### src/rtl/hilo_div_ctrl.sv
// hilo_div_ctrl
// -------------
// Issue/write-back controller that sits around an iterative unsigned divider
// and owns the HI/LO architectural registers.
//
// Requests from the pipeline (DIV/DIVU) are reduced to operand magnitudes,
// and the controller then pulses the divider start. After the divider
// latency it sign-corrects the quotient/remainder and commits them to
// LO/HI. The pipeline is stalled while a division is in flight. MTHI/MTLO
// writes are serviced only while idle.
//
// Parameters:
//   DIV_CYCLES : cycles from div_start until div_q/div_r are valid (>= 1)
//   WIDTH      : operand/result width
//
// Ports:
//   clock, reset              : clock; synchronous active-high reset
//   op_valid, op_signed       : DIV/DIVU request, 1 = signed (DIV)
//   rs_val, rt_val            : dividend, divisor
//   mthi, mtlo, wdata         : HI/LO move-to writes
//   div_dividend, div_divisor : magnitude operands to the divider
//   div_start                 : one-cycle divider start pulse
//   div_q, div_r              : unsigned quotient/remainder from the divider
//   hi, lo                    : HI (remainder) and LO (quotient) registers
//   stall                     : high while a division is in flight
//   done                      : one-cycle pulse in the cycle HI/LO commit
//   div_zero_exc              : (HILO_DIV_ZERO_TRAP_EN only) zero-divisor trap
//
// Optional feature macro: HILO_DIV_ZERO_TRAP_EN
//   defined   : a zero divisor raises div_zero_exc for one cycle and leaves
//               HI/LO untouched.
//   undefined : a zero divisor completes in one cycle with lo = all ones,
//               hi = dividend, and pulses done.

module hilo_div_ctrl #(
  parameter int DIV_CYCLES = 33,
  parameter int WIDTH      = 32
) (
  input  logic             clock,
  input  logic             reset,
  input  logic             op_valid,
  input  logic             op_signed,
  input  logic [WIDTH-1:0] rs_val,
  input  logic [WIDTH-1:0] rt_val,
  input  logic             mthi,
  input  logic             mtlo,
  input  logic [WIDTH-1:0] wdata,
  output logic [WIDTH-1:0] div_dividend,
  output logic [WIDTH-1:0] div_divisor,
  output logic             div_start,
  input  logic [WIDTH-1:0] div_q,
  input  logic [WIDTH-1:0] div_r,
  output logic [WIDTH-1:0] hi,
  output logic [WIDTH-1:0] lo,
  output logic             stall,
  output logic             done
`ifdef HILO_DIV_ZERO_TRAP_EN
  ,
  output logic             div_zero_exc
`endif
);

  // The wait counter only has to reach DIV_CYCLES-1.
  localparam int CNT_W = (DIV_CYCLES > 1) ? $clog2(DIV_CYCLES) : 1;
  localparam logic [CNT_W-1:0] CNT_LAST = CNT_W'(DIV_CYCLES - 1);

  typedef enum logic [1:0] {
    IDLE,
    START,
    WAIT,
    FIX
  } state_t;

  state_t           state;
  logic [CNT_W-1:0] cnt;
  logic             sign_q;
  logic             sign_r;

  // Operand magnitudes: only signed requests with a negative operand are
  // negated. Negation is plain two's complement, so the most negative value
  // maps onto itself, which the unsigned divider treats as 2^(WIDTH-1).
  logic             rs_neg;
  logic             rt_neg;
  logic [WIDTH-1:0] rs_mag;
  logic [WIDTH-1:0] rt_mag;

  always_comb begin
    rs_neg = op_signed & rs_val[WIDTH-1];
    rt_neg = op_signed & rt_val[WIDTH-1];
    rs_mag = rs_neg ? -rs_val : rs_val;
    rt_mag = rt_neg ? -rt_val : rt_val;
  end

  // Single controller process. div_start, done and the trap flag are
  // single-cycle pulses, cleared by default and set on the edge that enters
  // the cycle they belong to. stall is registered alongside the state so it
  // is high exactly while state != IDLE. Reset abandons any in-flight
  // division; its result is never committed.
  always_ff @(posedge clock) begin
    if (reset) begin
      state        <= IDLE;
      cnt          <= '0;
      sign_q       <= 1'b0;
      sign_r       <= 1'b0;
      div_dividend <= '0;
      div_divisor  <= '0;
      div_start    <= 1'b0;
      hi           <= '0;
      lo           <= '0;
      stall        <= 1'b0;
      done         <= 1'b0;
`ifdef HILO_DIV_ZERO_TRAP_EN
      div_zero_exc <= 1'b0;
`endif
    end else begin
      div_start <= 1'b0;
      done      <= 1'b0;
`ifdef HILO_DIV_ZERO_TRAP_EN
      div_zero_exc <= 1'b0;
`endif
      case (state)
        IDLE: begin
          // Move-to writes land first; a division accepted in the same
          // cycle overwrites HI/LO later.
          if (mthi) begin
            hi <= wdata;
          end
          if (mtlo) begin
            lo <= wdata;
          end
          if (op_valid) begin
            if (rt_val != '0) begin
              sign_q       <= op_signed & (rs_val[WIDTH-1] ^ rt_val[WIDTH-1]);
              sign_r       <= op_signed & rs_val[WIDTH-1];
              div_dividend <= rs_mag;
              div_divisor  <= rt_mag;
              div_start    <= 1'b1;
              stall        <= 1'b1;
              state        <= START;
            end else begin
`ifdef HILO_DIV_ZERO_TRAP_EN
              div_zero_exc <= 1'b1;
`else
              // Zero divisor resolves in place; the divider is not started.
              lo   <= '1;
              hi   <= rs_val;
              done <= 1'b1;
`endif
            end
          end
        end

        START: begin
          cnt   <= '0;
          state <= WAIT;
        end

        WAIT: begin
          if (cnt == CNT_LAST) begin
            done  <= 1'b1;
            state <= FIX;
          end else begin
            cnt <= cnt + CNT_W'(1);
          end
        end

        FIX: begin
          lo    <= sign_q ? -div_q : div_q;
          hi    <= sign_r ? -div_r : div_r;
          stall <= 1'b0;
          state <= IDLE;
        end

        default: begin
          stall <= 1'b0;
          state <= IDLE;
        end
      endcase
    end
  end

endmodule

### config.mk
export PLATFORM = sky130hd
export DESIGN_NAME = hilo_div_ctrl
export DESIGN_NICKNAME = d
export VERILOG_FILES = /design/src/rtl/hilo_div_ctrl.sv
export SDC_FILE = /design/constraint.sdc
export NUM_CORES = 1
export LEC_CHECK = 0
export BUFFER_PORTS_ARGS = -buffer_cell sky130_fd_sc_hd__clkbuf_2
export CORE_ASPECT_RATIO = 0.75
export CORE_MARGIN = 2
export CORE_UTILIZATION = 56
export DETAILED_ROUTE_END_ITERATION = 8
export PLACE_DENSITY = 0.88
export SYNTH_ARGS = -nofsm -noshare
export SYNTH_HDL_FRONTEND = slang
export SYNTH_SLANG_ARGS = --single-unit
### constraint.sdc
create_clock -name clock -period 4 [get_ports clock]
set_input_delay 0.4 -clock clock [delete_from_list [all_inputs] [get_ports clock]]
set_output_delay 0.4 -clock clock [all_outputs]
set_load 0.02 [all_outputs]
Word level (Yosys, flattened, before mapping)
Cells that the tools add are included. Widths: inputs -> output; s select.

Bits in registers: 141. Logic and storage cells: 65.

Add/subtract/negate cells: 5. Equal/unequal tests: 8. Multiplexer cells: 26. Bitwise logic cells: 6. Reductions and logical operators: 9.

Operators by type and width (number): $mux 32 (10); $neg 32->32 (4); $pmux 32 s2 (2); $reduce_bool 32->1 (1); $pmux 6 s2 (1); $reduce_and 3->1 (3); $ne 2x2->1 const B (4); $pmux 2 s4 (1); $add 6x1->6 const B (1); $eq 6x6->1 const B (1); $mux 1 (6); $mux 2 (3); $mux 6 (1); $eq 2x2->1 const B (2); $pmux 1 s2 (2); $reduce_bool 2->1 (2); $and 1x1->1 (3); $reduce_or 3->1 (1); $eq 2x1->1 const B (1); $logic_not 2->1 (1); $not 1->1 (2); $reduce_and 2->1 (1); $xor 1x1->1 (1).

Depth between registers and ports, before layout
Gate-level depths: netlist of run 1.

Depth after elaboration: 4. Mapped depth: 10. Gate-level depth less buffers: 8.

Worst setup path after synthesis of run 1
Ideal clock, no wire load.

Path type: input-to-reg. From: in div_r[6]. To: reg hi[24]. Data arrival time: 2.465 ns. Required time: 3.859 ns. Setup slack: 1.394 ns. Cell stages on the path: 7. Buffers on the path: 1. Cells stage by stage: or4_4 > or4_4 > buf_6 > or3_4 > or4_1 > a21oi_1 > a2111oi_2.

Word-level cells in the longest chain between the ends: 3.

Ends and longest elaborated chain: start, declared (RTL line 52) `input logic [WIDTH-1:0] div_r,`; $neg 32->32 (RTL line 169) `hi <= sign_r ? -div_r : div_r;`; $mux 32 (RTL line 169); $pmux 32 s2 (RTL line 121) `case (state)`; end signal, assigned (RTL line 126) `hi <= wdata;`; end signal, assigned (RTL line 146) `hi <= rs_val;`; end signal, assigned (RTL line 169); end, declared (RTL line 53) `output logic [WIDTH-1:0] hi,`.

Every way passes these cells. A chain may end at the register's enable or synchronous reset.

Worst setup path in the final report of run 1
From: in rt_val[6]. To: reg div_dividend[20].

Word-level cells in the longest chain between the ends: 2.

Ends and longest elaborated chain: start, declared (RTL line 44) `input logic [WIDTH-1:0] rt_val,`; $reduce_bool 32->1 (RTL line 132) `if (rt_val != '0) begin`; $reduce_and 3->1 (no source line); end signal, assigned (RTL line 135) `div_dividend <= rs_mag;`; end, declared (RTL line 48) `output logic [WIDTH-1:0] div_dividend,`.

Every way passes these cells.

==> impl_metrics.yaml, run 1 <==
place:
  portBuffers: 296
  gp_congestion: 0.9682
  dp_hpwl_mm: 24.86
floorplan:
  die-width_um: 150.5
  ioPinCount: 297
  dieArea_um2: 17140
  rows: 40
  coreArea_um2: 15870
  start_util_pct: 56.82
  die_h_um: 113.9
detailed_routing:
  routed_wl_mm: 33.21
  vias: 10212
  drtIter0Drc: 1365
  vias_per_cell: 6.431
  drc: 0
  firstDrtPassIters: 6
  wl_per_cell_um: 20.91
  detail-route-antenna-nets: 0
timing:
  post-route-period-util_pct: 63.37
  layout_min_cycle_time_ns: 2.535
  slew_headroom_pct: 22.01
  tightestPinTransition_ns: 1.170
  holdWs_ns: 0.2495
  grt_setup_unrepaired: "no"
  setup_violations: 0
  fin_skew_ns: 0.01316
  max_freq_mhz: 394.5
  finalHoldViolations: 0
  tns_ns: 0
  slew_violations: 0
synthesis:
  netlist.top_cell.by_area: "dfxtp_1"
  yosys_warnings: 0
  synth_ff_type: "dfxtp_1"
  syn_area_um2: 9015
  syn_avg_cell_area_um2: 8.071
  async_flop_share_pct: 0
  yosysTopAreaCellShare_pct: 31.31
  post_synth_num_cell_types: 68
  synthTopCellsByArea: "dfxtp_1 31%, xor2_1 6.0%, xnor2_1 5.5%"
  synth-edff-count: 0
  synth_nets: 1293
  synth-seq-cells: 141
  ys_seq_area_share_pct: 31.31
  syn-instance-count: 1117
layout:
  fin_util_pct: 70.27
  nets: 1542
  area_delta_synth_final_pct: 23.66
  final_cell_mix: "296 x clkbuf_2, 141 x dfxtp_1, 98 x o21ai_0, 87 x nor2_1, 80 x nand2_1"
  drive_gt1_share_pct: 26.51
  mostFrequentLayoutCell: "clkbuf_2"
cts:
  cts_buffers: 17
  postCtsSetupBuffers: 0
  clock-sinks: 141
  post_cts_resized: 0
  ctsHoldBuffers: 0
  clk_latency_ns: 0.42
  htree_levels: 4
  clk_pin_slew_worst_paths_ns: 0.06
  cts_tree: "done"
  clk_path_buf_depth: 2
  cts-root-buf: "clkbuf_16"
worst_setup_path:
  worstPathMaxFanout: 126
  cp-start-kind: "input pin"
  required_ns: 4.26
  endpoint_kind: "flip-flop"
  critical_path_class: "in -> reg"
  crit_arrival_ns: 2.79
power:
  clkPwrFrac_pct: 22.5
  cellPowerDensity_nw_per_um2: 627.4
  pwr-share-comb_pct: 45.7
  p_int_w: 0.003895
  p_sw_w: 0.003099
  ir_worst_vdd_v: 0.0003639
  swShare_pct: 44.31
  pwr-share-seq_pct: 31.8
  finalPower_w: 0.006994
  p_leak_nw: 4.628
global_routing:
  grt_first_pass_wirelength_mm: 50.02
  grt.total_usage_pct: 37.62
  grt_pass1_vias: 9061
  gr-total-overflow: 0
  grt_start_max_net_pins: 127
  antenna_found_initial: 1
flow_run:
  max-cap-violations: 0
run_status:
  status: "complete, no violations"
hold_path:
  hold_class: "in -> reg"
-- power by group through the flow --
stage               clock network [W]  logic [W]  registers, W
floorplan                           0    0.00154       0.00268
global placement                    0    0.00305       0.00222
detailed placement                  0    0.00311       0.00223
CTS                           0.00157    0.00314       0.00221
global route                  0.00163    0.00342       0.00227
finish                        0.00157    0.00319       0.00223
-- per-stage QoR --
stage	cells	setup WS (ns)	area, um^2
after floorplan	1117	1.394	9015
after global placement	1557	1.189	10570
after detailed placement	1557	1.123	10570
after CTS	1587	1.551	11150
after global routing	1587	1.147	11150
final	1588	1.465	11150
-- layout make-up --
type	count	area, um^2
Timing Repair Buffer	314	1617
Multi-Input combinational cell	864	5763
Inverter	28	105.1
Antenna cell	1	2.502
Clock buffer	18	439.2
Clock inverter	12	136.4
Tap cell	210	262.8
Fill cell	1306	4717
Sequential cell	141	2823
-- final timing paths --
check | from | to | slack (ns) | cells past startpoint
worst min-delay path | rt_val[0] | div_divisor[0] | 0.25 | 3
worst min register to register | div_divisor[31] | div_divisor[31] | 0.46 | 2
worst max-delay path | rt_val[6] | div_dividend[20] | 1.47 | 7
worst max register to register | state[0] | lo[20] | 1.49 | 7
-- cell usage after synthesis, types with 4 or more instances --
master     count
o32ai_1        4
nor2b_1        9
clkbuf_1      73
mux2i_1       41
xnor2_1       57
or2_2          6
o41ai_1       24
a21o_1         4
buf_1          5
o22ai_1        5
a31o_2         4
a2111oi_0      5
or4_1         14
a22oi_1        6
nand2b_1      14
xor2_1        62
nand4_1        8
inv_1         26
a31oi_1       11
ha_1          10
nand3_1       13
o31ai_1       29
dfxtp_1      141
o21ai_0       98
o211ai_1      13
a211oi_1      58
nor3_1        16
o31a_1         6
nand2_1       80
a221o_1       10
buf_2          5
or3_1         13
nor4_1        13
a221oi_1      18
nor2_1        87
a21oi_1       75
o221ai_1       4
-- sequential cells by signal (all words and copies together) (netlist names) --
name and count:
lo 32, div_dividend 32, sign_q 1, div_start 1, state 2, hi 32, div_divisor 32, sign_r 1
done 1, cnt 6, stall 1
-- critical path, cell delays in order --
cell and delay [ns]:
clkbuf_2 0.12, nor4_2 0.55, and4_1 0.41, nand4_1 0.23, and3_4 0.58, o21ai_0 0.37
a21oi_1 0.07
-- metal layers --
metal | GRT usage (%) | up-vias | routed length [um] | part of all wire (%)
li1 | - | 4702 | - | -
met1 | 52.14 | 4703 | 13460 | 41
met2 | 55.55 | 726 | 14260 | 43
met3 | 11.32 | 81 | 4381 | 13
met4 | 13.08 | 0 | 1100 | 3.3
met5 | 0 | - | 0 | 0
-- cell families after synthesis --
kind of cell               synth area share, %
AOI/OAI and AO/OA                        30.28
muxes                                    4.677
adders and majority gates                1.388
DFF                                      31.31
xor gates and xnor gates                 11.56
buffers and inverters                    4.816
and+or+nand+nor                          15.96
Power figures use the tool's default switching activity.
==> run 2, diff against run 1 <==
--- a/config.mk
+++ b/config.mk
@@ -8,9 +8,9 @@
 export BUFFER_PORTS_ARGS = -buffer_cell sky130_fd_sc_hd__clkbuf_2
 export CORE_ASPECT_RATIO = 0.75
 export CORE_MARGIN = 2
-export CORE_UTILIZATION = 56
+export CORE_UTILIZATION = 47
 export DETAILED_ROUTE_END_ITERATION = 8
-export PLACE_DENSITY = 0.88
+export PLACE_DENSITY = 0.79
 export SYNTH_ARGS = -nofsm -noshare
 export SYNTH_HDL_FRONTEND = slang
 export SYNTH_SLANG_ARGS = --single-unit
==> constraint.sdc (replaced) <==
create_clock -name clock -period 2.2 [get_ports clock]
set_input_delay 0.22 -clock clock [delete_from_list [all_inputs] [get_ports clock]]
set_output_delay 0.22 -clock clock [all_outputs]
set_load 0.02 [all_outputs]
==> run 2 against run 1 <==
- core utilization shrank 4.5 points
- flip-flop and latch count is the same
- clock skew shrank 0.0054 ns
- sequential power is 82% higher
- die area rose by 19%
- sequential share of layout area shrank 2.3 points
- via count grew 3.8%
- non-clock buffer count increased by 116
- largest power group unchanged
==> impl_metrics.yaml, run 2 (same netlist as run 1, synthesis figures left out) <==
run_status:
  status: "complete, no violations"
power:
  pwr-share-comb_pct: 46.6
  p_int_w: 0.007514
  clkPwrFrac_pct: 22.8
  p_sw_w: 0.005767
  pwr-share-seq_pct: 30.5
  swShare_pct: 43.42
  p_leak_nw: 5.243
  ir_worst_vdd_v: 0.0007561
  cellPowerDensity_nw_per_um2: 1082
  finalPower_w: 0.01328
layout:
  nets: 1658
  drive_gt1_share_pct: 32.78
  diodes: 0
  mostFrequentLayoutCell: "clkbuf_2"
  area_delta_synth_final_pct: 36.13
  final_cell_mix: "296 x clkbuf_2, 141 x dfxtp_1, 124 x buf_4, 98 x o21ai_0, 86 x nor2_1"
timing:
  slew_violations: 0
  grt_setup_unrepaired: "no"
  post-route-period-util_pct: 96.48
  slew_headroom_pct: 45.97
  holdWs_ns: 0.05470
  fin_skew_ns: 0.007760
  tightestPinTransition_ns: 0.8104
  setup_violations: 0
  max_freq_mhz: 471.1
  finalHoldViolations: 0
  layout_min_cycle_time_ns: 2.123
worst_setup_path:
  ff2ff_setup_slack_ns: 0.08
  crit_chain: "ha_1, clkinvlp_4, nor2_1, buf_4, nand2_1, o221ai_1, a211oi_1"
  required_ns: 2.49
  cp-start-kind: "flip-flop"
  crit_arrival_ns: 2.42
  endpoint: "hi[12]"
  crit_path_top_delay_cell: "dfxtp_1"
  worstPathMaxFanout: 11
  rr_startpoint: "state[0]"
  cp-startpoint: "state[0]"
  critical_path_class: "reg -> reg"
  reg2regPathDepth: 7
  cp_slowest_stage_delay_ns: 0.39
  r2r_end: "hi[12]"
  endpoint_kind: "flip-flop"
cts:
  clk_pin_slew_worst_paths_ns: 0.06
  clk_latency_ns: 0.43
  clk_path_buf_depth: 2
  cts_buffers: 17
  postCtsSetupBuffers: 0
  ctsHoldBuffers: 0
  post_cts_resized: 0
  cts-root-buf: "clkbuf_16"
  htree_levels: 4
  clock-sinks: 141
  cts_tree: "done"
place:
  portBuffers: 296
  gp_congestion: 1.009
  dp_hpwl_mm: 27.77
global_routing:
  antenna_found_initial: 0
  grt.total_usage_pct: 34.31
  gr-total-overflow: 0
  grt_start_max_net_pins: 51
  grt_first_pass_wirelength_mm: 52.94
  grt_pass1_vias: 9399
floorplan:
  coreArea_um2: 18670
  die_h_um: 123.9
  die-width_um: 163.9
  ioPinCount: 297
  start_util_pct: 48.29
  rows: 43
  dieArea_um2: 20320
detailed_routing:
  detail-route-antenna-nets: 0
  vias_per_cell: 6.086
  routed_wl_mm: 35.49
  wl_per_cell_um: 20.37
  firstDrtPassIters: 7
  drc: 0
  vias: 10602
  drtIter0Drc: 1365
hold_path:
  hold_class: "in -> reg"
flow_run:
  max-cap-violations: 0
## run 2: final cells by class
type	instances	area, um^2
Clock buffer	20	446.7
Clock inverter	12	161.4
Fill cell	1555	6397
Inverter	28	108.9
Multi-Input combinational cell	864	5811
Sequential cell	141	2823
Tap cell	247	309.0
Timing Repair Buffer	430	2613
## run 2: worst min path at each step
stage          cells after the start  slack (ns)            from              end
6_report                           3        0.05       rt_val[0]   div_divisor[0]
5_1_grt                            3        0.07       rt_val[0]   div_divisor[0]
4_1_cts                            3        0.05       rt_val[0]   div_divisor[0]
3_5_place_dp                       1        0.45           lo[0]            lo[0]
3_3_place_gp                       2        0.44  div_divisor[0]   div_divisor[0]
2_1_floorplan                      2        0.36       rs_val[0]  div_dividend[0]
## run 2: worst max-delay path, delay by kind of cell (launching register included)
| kind | cells | cell delay (ns) |
|---|---|---|
| adders and majority gates | 1 | 0.36 |
| DFF | 1 | 0.39 |
| buffers and inverters | 2 | 0.60 |
| AOI/OAI and AO/OA | 2 | 0.25 |
| and+or+nand+nor | 2 | 0.36 |
## run 2: layer usage
| layer | GRT usage (%) | vias up | routed length, um |
|---|---|---|---|
| li1 | - | 4939 | - |
| met1 | 48.83 | 4950 | 15530 |
| met2 | 51.08 | 632 | 15030 |
| met3 | 7.559 | 81 | 3838 |
| met4 | 12.17 | 0 | 1094 |
| met5 | 0 | - | 0 |
## run 2: metrics by stage
step | instances | util [%] | cell area [um^2] | TNS, ns | worst slack, ns
floorplan | 1117 | - | 9066 | -0.2662 | -0.2060
global placement | 1710 | 62.44 | 11660 | -3.451 | -0.2485
detailed placement | 1710 | 62.44 | 11660 | -5.235 | -0.2868
CTS | 1742 | 65.70 | 12270 | 0 | 0.08390
global route | 1742 | 65.73 | 12270 | 0 | 0.03459
finish | 1742 | 65.73 | 12270 | 0 | 0.07735
## run 2: power by group through the flow
stage | logic [W] | registers, W | clock network (W)
2_1_floorplan | 0.00280 | 0.00486 | 0
3_3_place_gp | 0.00596 | 0.00406 | 0
3_5_place_dp | 0.00607 | 0.00407 | 0
4_1_cts | 0.00610 | 0.00403 | 0.00304
5_1_grt | 0.00660 | 0.00414 | 0.00318
6_report | 0.00619 | 0.00406 | 0.00303
